### src/rtl/mem_load_sched_pkg.sv
// Shared types and sizing helpers for the memory-load handshake scheduler.
package mem_load_pkg;

   typedef enum logic [2:0] {IDLE, WAIT, GAP, RDY, FAIL} ld_state_e;

   localparam int unsigned DONE_WIN_DEF  = 5;
   localparam int unsigned RETRY_MAX_DEF = 2;

   function automatic int unsigned min1_clog2(input int unsigned n);
      return (n <= 2) ? 1 : $clog2(n);
   endfunction

   function automatic int unsigned id_width(input int unsigned n_req);
      return min1_clog2(n_req);
   endfunction

endpackage

### src/rtl/mem_load_sched_rr_pick.sv
// Round-robin search: first set req bit strictly after ptr, wrapping.
module rr_pick #(
   parameter int unsigned N_REQ = 4,
   parameter int unsigned IDW   = 2
) (
   input  logic [N_REQ-1:0] req,
   input  logic [IDW-1:0]   ptr,
   output logic [IDW-1:0]   idx,
   output logic             valid
);

   int unsigned      pos;
   logic [IDW-1:0]   p;

   always_comb begin
      idx   = '0;
      valid = 1'b0;
      pos   = 0;
      p     = '0;
      for (int unsigned off = 1; off <= N_REQ; off++) begin
         pos = (32'(ptr) + off) % N_REQ;
         p   = IDW'(pos);
         if (!valid && req[p]) begin
            idx   = p;
            valid = 1'b1;
         end
      end
   end

endmodule

### src/rtl/mem_load_sched.sv
// load_mem/done handshake controller: round-robin grant, bounded done window,
// retry on timeout, one-cycle ready or err completion pulse.
module mem_load_sched
   import mem_load_pkg::*;
#(
   parameter  int unsigned N_REQ     = 4,
   parameter  int unsigned DONE_WIN  = DONE_WIN_DEF,
   parameter  int unsigned RETRY_MAX = RETRY_MAX_DEF,
   localparam int unsigned IDW       = id_width(N_REQ)
) (
   input  logic             clk,
   input  logic             reset,
   input  logic [N_REQ-1:0] req,
   output logic [N_REQ-1:0] gnt,
   output logic             load_mem,
   input  logic             done,
   output logic             ready,
   output logic [IDW-1:0]   ready_id,
   output logic             err,
   output logic [IDW-1:0]   err_id,
   output logic             busy
);

   localparam int unsigned WIN_W = min1_clog2(DONE_WIN + 1);
   localparam int unsigned RET_W = min1_clog2(RETRY_MAX + 1);

   ld_state_e        state, state_nxt;
   logic [WIN_W-1:0] win_cnt, win_nxt;
   logic [RET_W-1:0] retry_cnt, retry_nxt;
   logic [IDW-1:0]   rr_ptr, ptr_nxt;
   logic [N_REQ-1:0] gnt_nxt;
   logic [IDW-1:0]   pick_idx;
   logic             pick_valid;

   rr_pick #(
      .N_REQ (N_REQ),
      .IDW   (IDW)
   ) u_rr_pick (
      .req   (req),
      .ptr   (rr_ptr),
      .idx   (pick_idx),
      .valid (pick_valid)
   );

   // rr_ptr doubles as the grantee index for the whole transaction.
   always_comb begin
      state_nxt = state;
      win_nxt   = win_cnt;
      retry_nxt = retry_cnt;
      ptr_nxt   = rr_ptr;
      gnt_nxt   = '0;
      case (state)
         IDLE: begin
            if (pick_valid) begin
               ptr_nxt   = pick_idx;
               win_nxt   = '0;
               retry_nxt = '0;
               state_nxt = WAIT;
            end
         end
         WAIT: begin
            if (done) begin
               state_nxt = RDY;
            end else if (win_cnt == WIN_W'(DONE_WIN)) begin
               if (retry_cnt < RET_W'(RETRY_MAX)) begin
                  retry_nxt = retry_cnt + 1'b1;
                  state_nxt = GAP;
               end else begin
                  state_nxt = FAIL;
               end
            end else begin
               win_nxt = win_cnt + 1'b1;
            end
         end
         GAP: begin
            win_nxt   = '0;
            state_nxt = WAIT;
         end
         RDY, FAIL: state_nxt = IDLE;
         default:   state_nxt = IDLE;
      endcase
      if (state_nxt == WAIT || state_nxt == GAP) gnt_nxt[ptr_nxt] = 1'b1;
   end

   always_ff @(posedge clk) begin
      if (reset) begin
         state     <= IDLE;
         win_cnt   <= '0;
         retry_cnt <= '0;
         rr_ptr    <= IDW'(N_REQ - 1);
         gnt       <= '0;
         load_mem  <= 1'b0;
         ready     <= 1'b0;
         ready_id  <= '0;
         err       <= 1'b0;
         err_id    <= '0;
         busy      <= 1'b0;
      end else begin
         state     <= state_nxt;
         win_cnt   <= win_nxt;
         retry_cnt <= retry_nxt;
         rr_ptr    <= ptr_nxt;
         gnt       <= gnt_nxt;
         load_mem  <= (state_nxt == WAIT);
         ready     <= (state_nxt == RDY);
         ready_id  <= (state_nxt == RDY) ? ptr_nxt : '0;
         err       <= (state_nxt == FAIL);
         err_id    <= (state_nxt == FAIL) ? ptr_nxt : '0;
         busy      <= (state_nxt != IDLE);
      end
   end

endmodule

### config.mk
export PLATFORM = sky130hd
export DESIGN_NAME = mem_load_sched
export DESIGN_NICKNAME = d
export VERILOG_FILES = /design/src/rtl/mem_load_sched_pkg.sv /design/src/rtl/mem_load_sched_rr_pick.sv /design/src/rtl/mem_load_sched.sv
export SDC_FILE = /design/constraint.sdc
export NUM_CORES = 1
export LEC_CHECK = 0
export CAP_MARGIN = 20
export CORE_MARGIN = 2
export CORE_UTILIZATION = 25
export DETAILED_ROUTE_END_ITERATION = 10
export PLACE_DENSITY_LB_ADDON = 0.12
export SLEW_MARGIN = 20
export SYNTH_ARGS = -nofsm -noshare
export SYNTH_HDL_FRONTEND = slang
export SYNTH_HIERARCHICAL = 1
export SYNTH_SLANG_ARGS = --single-unit
### constraint.sdc
create_clock -name clk -period 3.3 [get_ports clk]
set_input_delay 0.66 -clock clk [delete_from_list [all_inputs] [get_ports clk]]
set_output_delay 0.66 -clock clk [all_outputs]
set_load 0.03 [all_outputs]
==> results.py, run 1 <==
metrics = {
    "layout": {
        "drive_gt1_share_pct": 8.87,
        "final_core_util_pct": 33.7,
        "multi_input_area_um2": 484,
        "regArea_um2": 440,
        "antennaDiodeCount": 0,
        "fin_nets": 134,
        "num-fill-cells": 379,
        "final_cell_area_mm2": 0.00125,
        "area_delta_synth_final_pct": 28.3,
    },
    "timing": {
        "grt_setup_unrepaired": "no",
        "hold_slack_ns": 0.534,
        "period_minus_slack_ns": 2.38,
        "hold_viol": 0,
        "period_share_pct": 72.0,
        "setup_viol": 0,
        "slew_headroom_pct": 63.1,
        "tightest_slew_ns": 0.552,
        "fmax_mhz": 421,
        "skew_ns": 0.00103,
        "setup_tns_ns": 0,
        "slew_viol_final": 0,
    },
    "critical_path": {
        "endpoint": "gnt[1]",
        "r2r_cells": 5,
        "slowest_stage": "clkdlybuf4s50_1",
        "critical-path-max-stage-delay_ns": 0.54,
        "cp-startpoint": "req[1]",
        "critPathLaunchType": "input port",
        "r2r_end": "win_cnt[2]",
        "arrival_ns": 2.55,
        "worstPathRequired_ns": 3.47,
        "r2r-start": "win_cnt[0]",
        "rrSetupSlack_ns": 1.54,
        "cp-end-kind": "register",
        "path_cells": "clkdlybuf4s50_1 -> nor2_1 -> nand2_1 -> nor4b_4 -> mux2i_1 -> nand2b_1 -> nor3b_1",
        "critPathMaxFanout": 6,
        "critPathKind": "in -> reg",
    },
    "yosys": {
        "synth_warnings": 6,
        "synthCells": 105,
        "synth_cell_types": 36,
        "synth_edf_count": 0,
        "synth_most_common_cell": "dfxtp_1",
        "yosysTopAreaCell": "dfxtp_1",
        "synth_top_area_share_pct": 45.1,
        "syn_nets": 114,
        "ys_ff_latch": 22,
        "synthArstFlopShare_pct": 0,
        "netlist_top_cells_count": "dfxtp_1 (22), nor2_1 (15), inv_1 (9)",
        "ys.flop_type": "dfxtp_1",
        "synth_area_um2": 977,
        "netlist_top_cells_area": "dfxtp_1 (45%), nor2_1 (5.8%), mux2i_1 (4.1%)",
        "syn_avg_cell_area_um2": 9.31,
        "synth_seq_area_share_pct": 45.1,
    },
    "grt": {
        "grt_overflow": 0,
        "grt_pass1_wl_um": 3390,
        "grt_usage_pct": 10.1,
        "grt_pass1_vias": 786,
        "use_met3_pct": 3.55,
        "grt_max_degree": 17,
        "grt.met1_usage_pct": 11.3,
        "antenna_found_initial": 0,
        "busiest_layer": "met2",
        "gr-usage-met2_pct": 18.3,
    },
    "die": {
        "chipHeight_um": 66.5,
        "die_area_mm2": 0.00442,
        "die_x_um": 66.5,
        "core_area_mm2": 0.00372,
        "rows": 22,
        "start_util_pct": 26.3,
        "ios": 19,
    },
    "power": {
        "powerDensity_mw_per_mm2": 467,
        "peakVddDrop_mv": 0.174,
        "p_leak_nw": 0.502,
    },
    "job": {
        "cap_viol_max_count": 0,
    },
    "detailed_routing": {
        "routed_wl_um": 1950,
        "routed-via-count": 806,
        "ant_nets": 0,
        "viasPerCell": 4.69,
        "drc": 0,
        "drtIter0Drc": 56,
        "dr.pass1.iters": 4,
        "avgRoutedWirePerCell_um": 11.3,
    },
    "cts": {
        "cts_root_buf": "clkbuf_8",
        "clock-sinks": 22,
        "path_clk_slew_ns": 0.07,
        "cts-hold-fix-buffers": 0,
        "clk_path_buf_depth": 2,
        "cts_tree": "done",
        "htreeDepth": 1,
        "post_cts_buffers": 0,
        "cts_buffers": 3,
        "post_cts_resized": 0,
        "insertion_delay_ns": 0.25,
    },
    "place": {
        "portBuffers": 18,
        "place_congestion": 0.751,
        "place_area_mm2": 0.00120,
        "hpwl_um": 1470,
    },
    "worst_hold_path": {
        "hold_class": "reg -> reg",
    },
    "status": {
        "status": "finished clean",
    },
}
per-layer routing:
layer	vias up	routed length (um)
li1	409	-
met1	381	893
met2	14	955
met3	2	88
met4	0	8
met5	-	0
area by class of cell:
class / count / area share (%)
clock buffer: 4 / 4.39
inverter: 9 / 2.69
multi-input combinational: 71 / 38.6
sequential: 22 / 35.1
tap: 48 / 4.79
timing repair buffer: 18 / 14.4
registers in the layout, indices dropped and copies added, names as in the netlist:
signal / flops
win_cnt: 3
load_mem: 1
err: 1
state: 3
busy: 1
ready: 1
retry_cnt: 2
ready_id: 2
gnt: 4
err_id: 2
rr_ptr: 2
metrics by stage:
stage	power, W	cells	setup slack [ns]
final	0.000585	172	0.924
after global routing	0.000619	172	0.800
after CTS	0.000595	172	0.959
after detailed placement	0.000405	168	0.705
after global placement	0.000404	168	0.808
after floorplan	0.000368	105	1.52
power breakdown:
part	internal, W	switching (W)
sequential	0.000279	0.0000100
combinational	0.0000469	0.0000620
clock	0.000106	0.0000811
total	0.000432	0.000153
kinds of logic after synthesis:
group           share of synthesized area [%]
mux                                      5.25
flops                                    45.1
buf+inv                                  5.38
fa+ha+maj                                2.56
compound gates                           15.2
simple gates                             26.5
critical path, delay by kind of cell:
family	cells	cell delay, ns
buffers and inverters	1	0.54
and+or+nand+nor	5	0.86
muxes	1	0.48
cells in the final DEF (no fill, tap or decap), drive strengths merged:
cell type and count:
nor2 15, mux2 1, clkbuf 4, a2111o 1, nor4b 2, nor3 2, and2b 1, or2 1
o211ai 1, dfxtp 22, o21ai 2, ha 2, nor4 1, a21oi 6, a211oi 2, nand3b 2
o22ai 1, nand2b 5, or3 2, mux2i 4, a31oi 2, or3b 1, and3 1, nand3 5
inv 9, o221ai 1, clkdlybuf4s50 18, nand2 3, nor3b 2, a32oi 2, and3b 1, a32o 1
o31a 1
worst min-delay path by stage:
stage | startpoint | endpoint | slack [ns] | cells past startpoint
after floorplan | win_cnt[0] | win_cnt[0] | 0.49 | 2
after global placement | win_cnt[0] | win_cnt[0] | 0.52 | 2
after detailed placement | win_cnt[0] | win_cnt[0] | 0.53 | 2
after CTS | win_cnt[0] | win_cnt[0] | 0.54 | 2
after global routing | win_cnt[0] | win_cnt[0] | 0.58 | 2
final | win_cnt[0] | win_cnt[0] | 0.53 | 2
(Power assumes the default switching activity.)
==> run 2, diff against run 1 <==
clock period = 1.9 ns   (was 3.3 ns; I/O delays follow)
==> run 2 against run 1 <==
Worst setup slack worse by 0.81 ns. Utilization up 3.7 points. Total power is 98% higher. Flip-flop and latch count unchanged. Critical path type unchanged. Largest cell class unchanged. Largest power group unchanged.
==> results.py, run 2 (synthesis gave the netlist of run 1 again) <==
metrics = {
    "die": {
        "die_x_um": 66.5,
        "start_util_pct": 26.3,
        "rows": 22,
        "core_area_mm2": 0.00372,
        "ios": 19,
        "die_area_mm2": 0.00442,
        "chipHeight_um": 66.5,
    },
    "power": {
        "p_leak_nw": 0.585,
        "power_w": 0.00116,
        "powerDensity_mw_per_mm2": 831,
        "peakVddDrop_mv": 0.377,
    },
    "critical_path": {
        "cp-end-kind": "register",
        "critPathKind": "in -> reg",
        "worstPathRequired_ns": 2.06,
        "rrSetupSlack_ns": 0.15,
        "critPathMaxFanout": 4,
        "r2r_cells": 6,
        "r2r_end": "win_cnt[2]",
        "arrival_ns": 1.94,
        "r2r-start": "win_cnt[1]",
        "critPathLaunchType": "input port",
    },
    "worst_hold_path": {
        "hp-start": "win_cnt[0]",
        "hold_class": "reg -> reg",
        "worstHoldPathCells": 2,
        "min_to": "win_cnt[0]",
    },
    "layout": {
        "antennaDiodeCount": 0,
        "drive_gt1_share_pct": 20.0,
        "layout.cells.most_common": "dfxtp_1",
        "top_register": "gnt",
        "area_delta_synth_final_pct": 42.5,
        "num-fill-cells": 377,
        "largestRegisters": "gnt (4), state (3), win_cnt (3)",
        "layout_common_cells": "dfxtp_1 (22), clkdlybuf4s50_1 (18), buf_4 (16)",
        "final_core_util_pct": 37.5,
        "largest_reg_flops": 4,
        "fin_nets": 150,
    },
    "grt": {
        "grt_usage_pct": 10.3,
        "grt_pass1_vias": 810,
        "grt_overflow": 0,
        "grt_pass1_wl_um": 3500,
        "antenna_found_initial": 0,
        "grt_max_degree": 14,
    },
    "job": {
        "cap_viol_max_count": 0,
    },
    "cts": {
        "insertion_delay_ns": 0.26,
        "clk_path_buf_depth": 2,
        "cts_buffers": 3,
        "cts_tree": "done",
        "cts-hold-fix-buffers": 0,
        "cts_root_buf": "clkbuf_8",
        "clock-sinks": 22,
        "path_clk_slew_ns": 0.08,
        "htreeDepth": 1,
    },
    "place": {
        "hpwl_um": 1540,
        "place_congestion": 0.768,
        "portBuffers": 18,
        "dp_slack_ns": -0.168,
    },
    "detailed_routing": {
        "viasPerCell": 4.43,
        "ant_nets": 0,
        "routed-via-count": 833,
        "drc": 0,
        "dr.pass1.iters": 4,
        "avgRoutedWirePerCell_um": 10.9,
        "drtIter0Drc": 46,
        "routed_wl_um": 2050,
    },
    "timing": {
        "hold_slack_ns": 0.534,
        "tightest_slew_ns": 0.342,
        "period_minus_slack_ns": 1.78,
        "timing.final.ws_setup_ns": 0.116,
        "slew_headroom_pct": 77.1,
        "slew_viol_final": 0,
        "period_share_pct": 93.9,
        "skew_ns": 0.00210,
        "fmax_mhz": 560,
        "hold_viol": 0,
        "grt_setup_unrepaired": "no",
        "setup_viol": 0,
    },
    "status": {
        "status": "finished clean",
    },
}
-- run 2: final cells by class --
class	instances	area, um^2	share of cell area [%]
Clock buffer	3	41.3	2.96
Tap cell	48	60.1	4.31
Timing Repair Buffer	34	300	21.6
Inverter	9	33.8	2.43
Clock inverter	1	30.0	2.16
Multi-Input combinational cell	71	487	35.0
Sequential cell	22	440	31.6
-- run 2: timing repair --
item                       CTS  global route
setup buffers                0             1
resized for setup            0             2
setup endpoints to repair    0             3
-- run 2: worst max-delay path: stages --
cell             delay [ns]
clkdlybuf4s50_1        0.43
nor2_1                 0.17
nand2_2                0.10
or2_1                  0.29
a32oi_1                0.21
nor2_1                 0.09
mux2_2                 0.27
-- run 2: per-stage QoR --
step                setup TNS (ns)  std cells  instance area, um^2
floorplan                        0        105                  977
global placement            -0.983        183                 1310
detailed placement           -1.42        183                 1310
CTS                              0        187                 1380
global route                     0        188                 1390
finish                           0        188                 1390
-- run 2: worst max-delay path by stage --
stage / start / end
global placement: req[0] / gnt[3]
CTS: req[2] / gnt[3]
finish: req[2] / win_cnt[1]
detailed placement: req[2] / gnt[3]
floorplan: win_cnt[1] / win_cnt[2]
global route: req[2] / win_cnt[0]
-- run 2: power breakdown --
group | switching (W) | total [W] | internal (W)
combinational | 0.000112 | 0.000223 | 0.000111
sequential | 0.0000179 | 0.000503 | 0.000485
clock | 0.000151 | 0.000432 | 0.000281
total | 0.000281 | 0.00116 | 0.000877
-- run 2: routing by layer --
layer / wire, um / vias up / global-route usage, % / share of wire (%)
met5: 0 / - / 0 / 0
met4: 13 / 0 / 2.30 / 0.63
met3: 88 / 2 / 4.05 / 4.3
met2: 966 / 15 / 18.4 / 47
met1: 982 / 374 / 11.5 / 48
li1: - / 442 / - / -
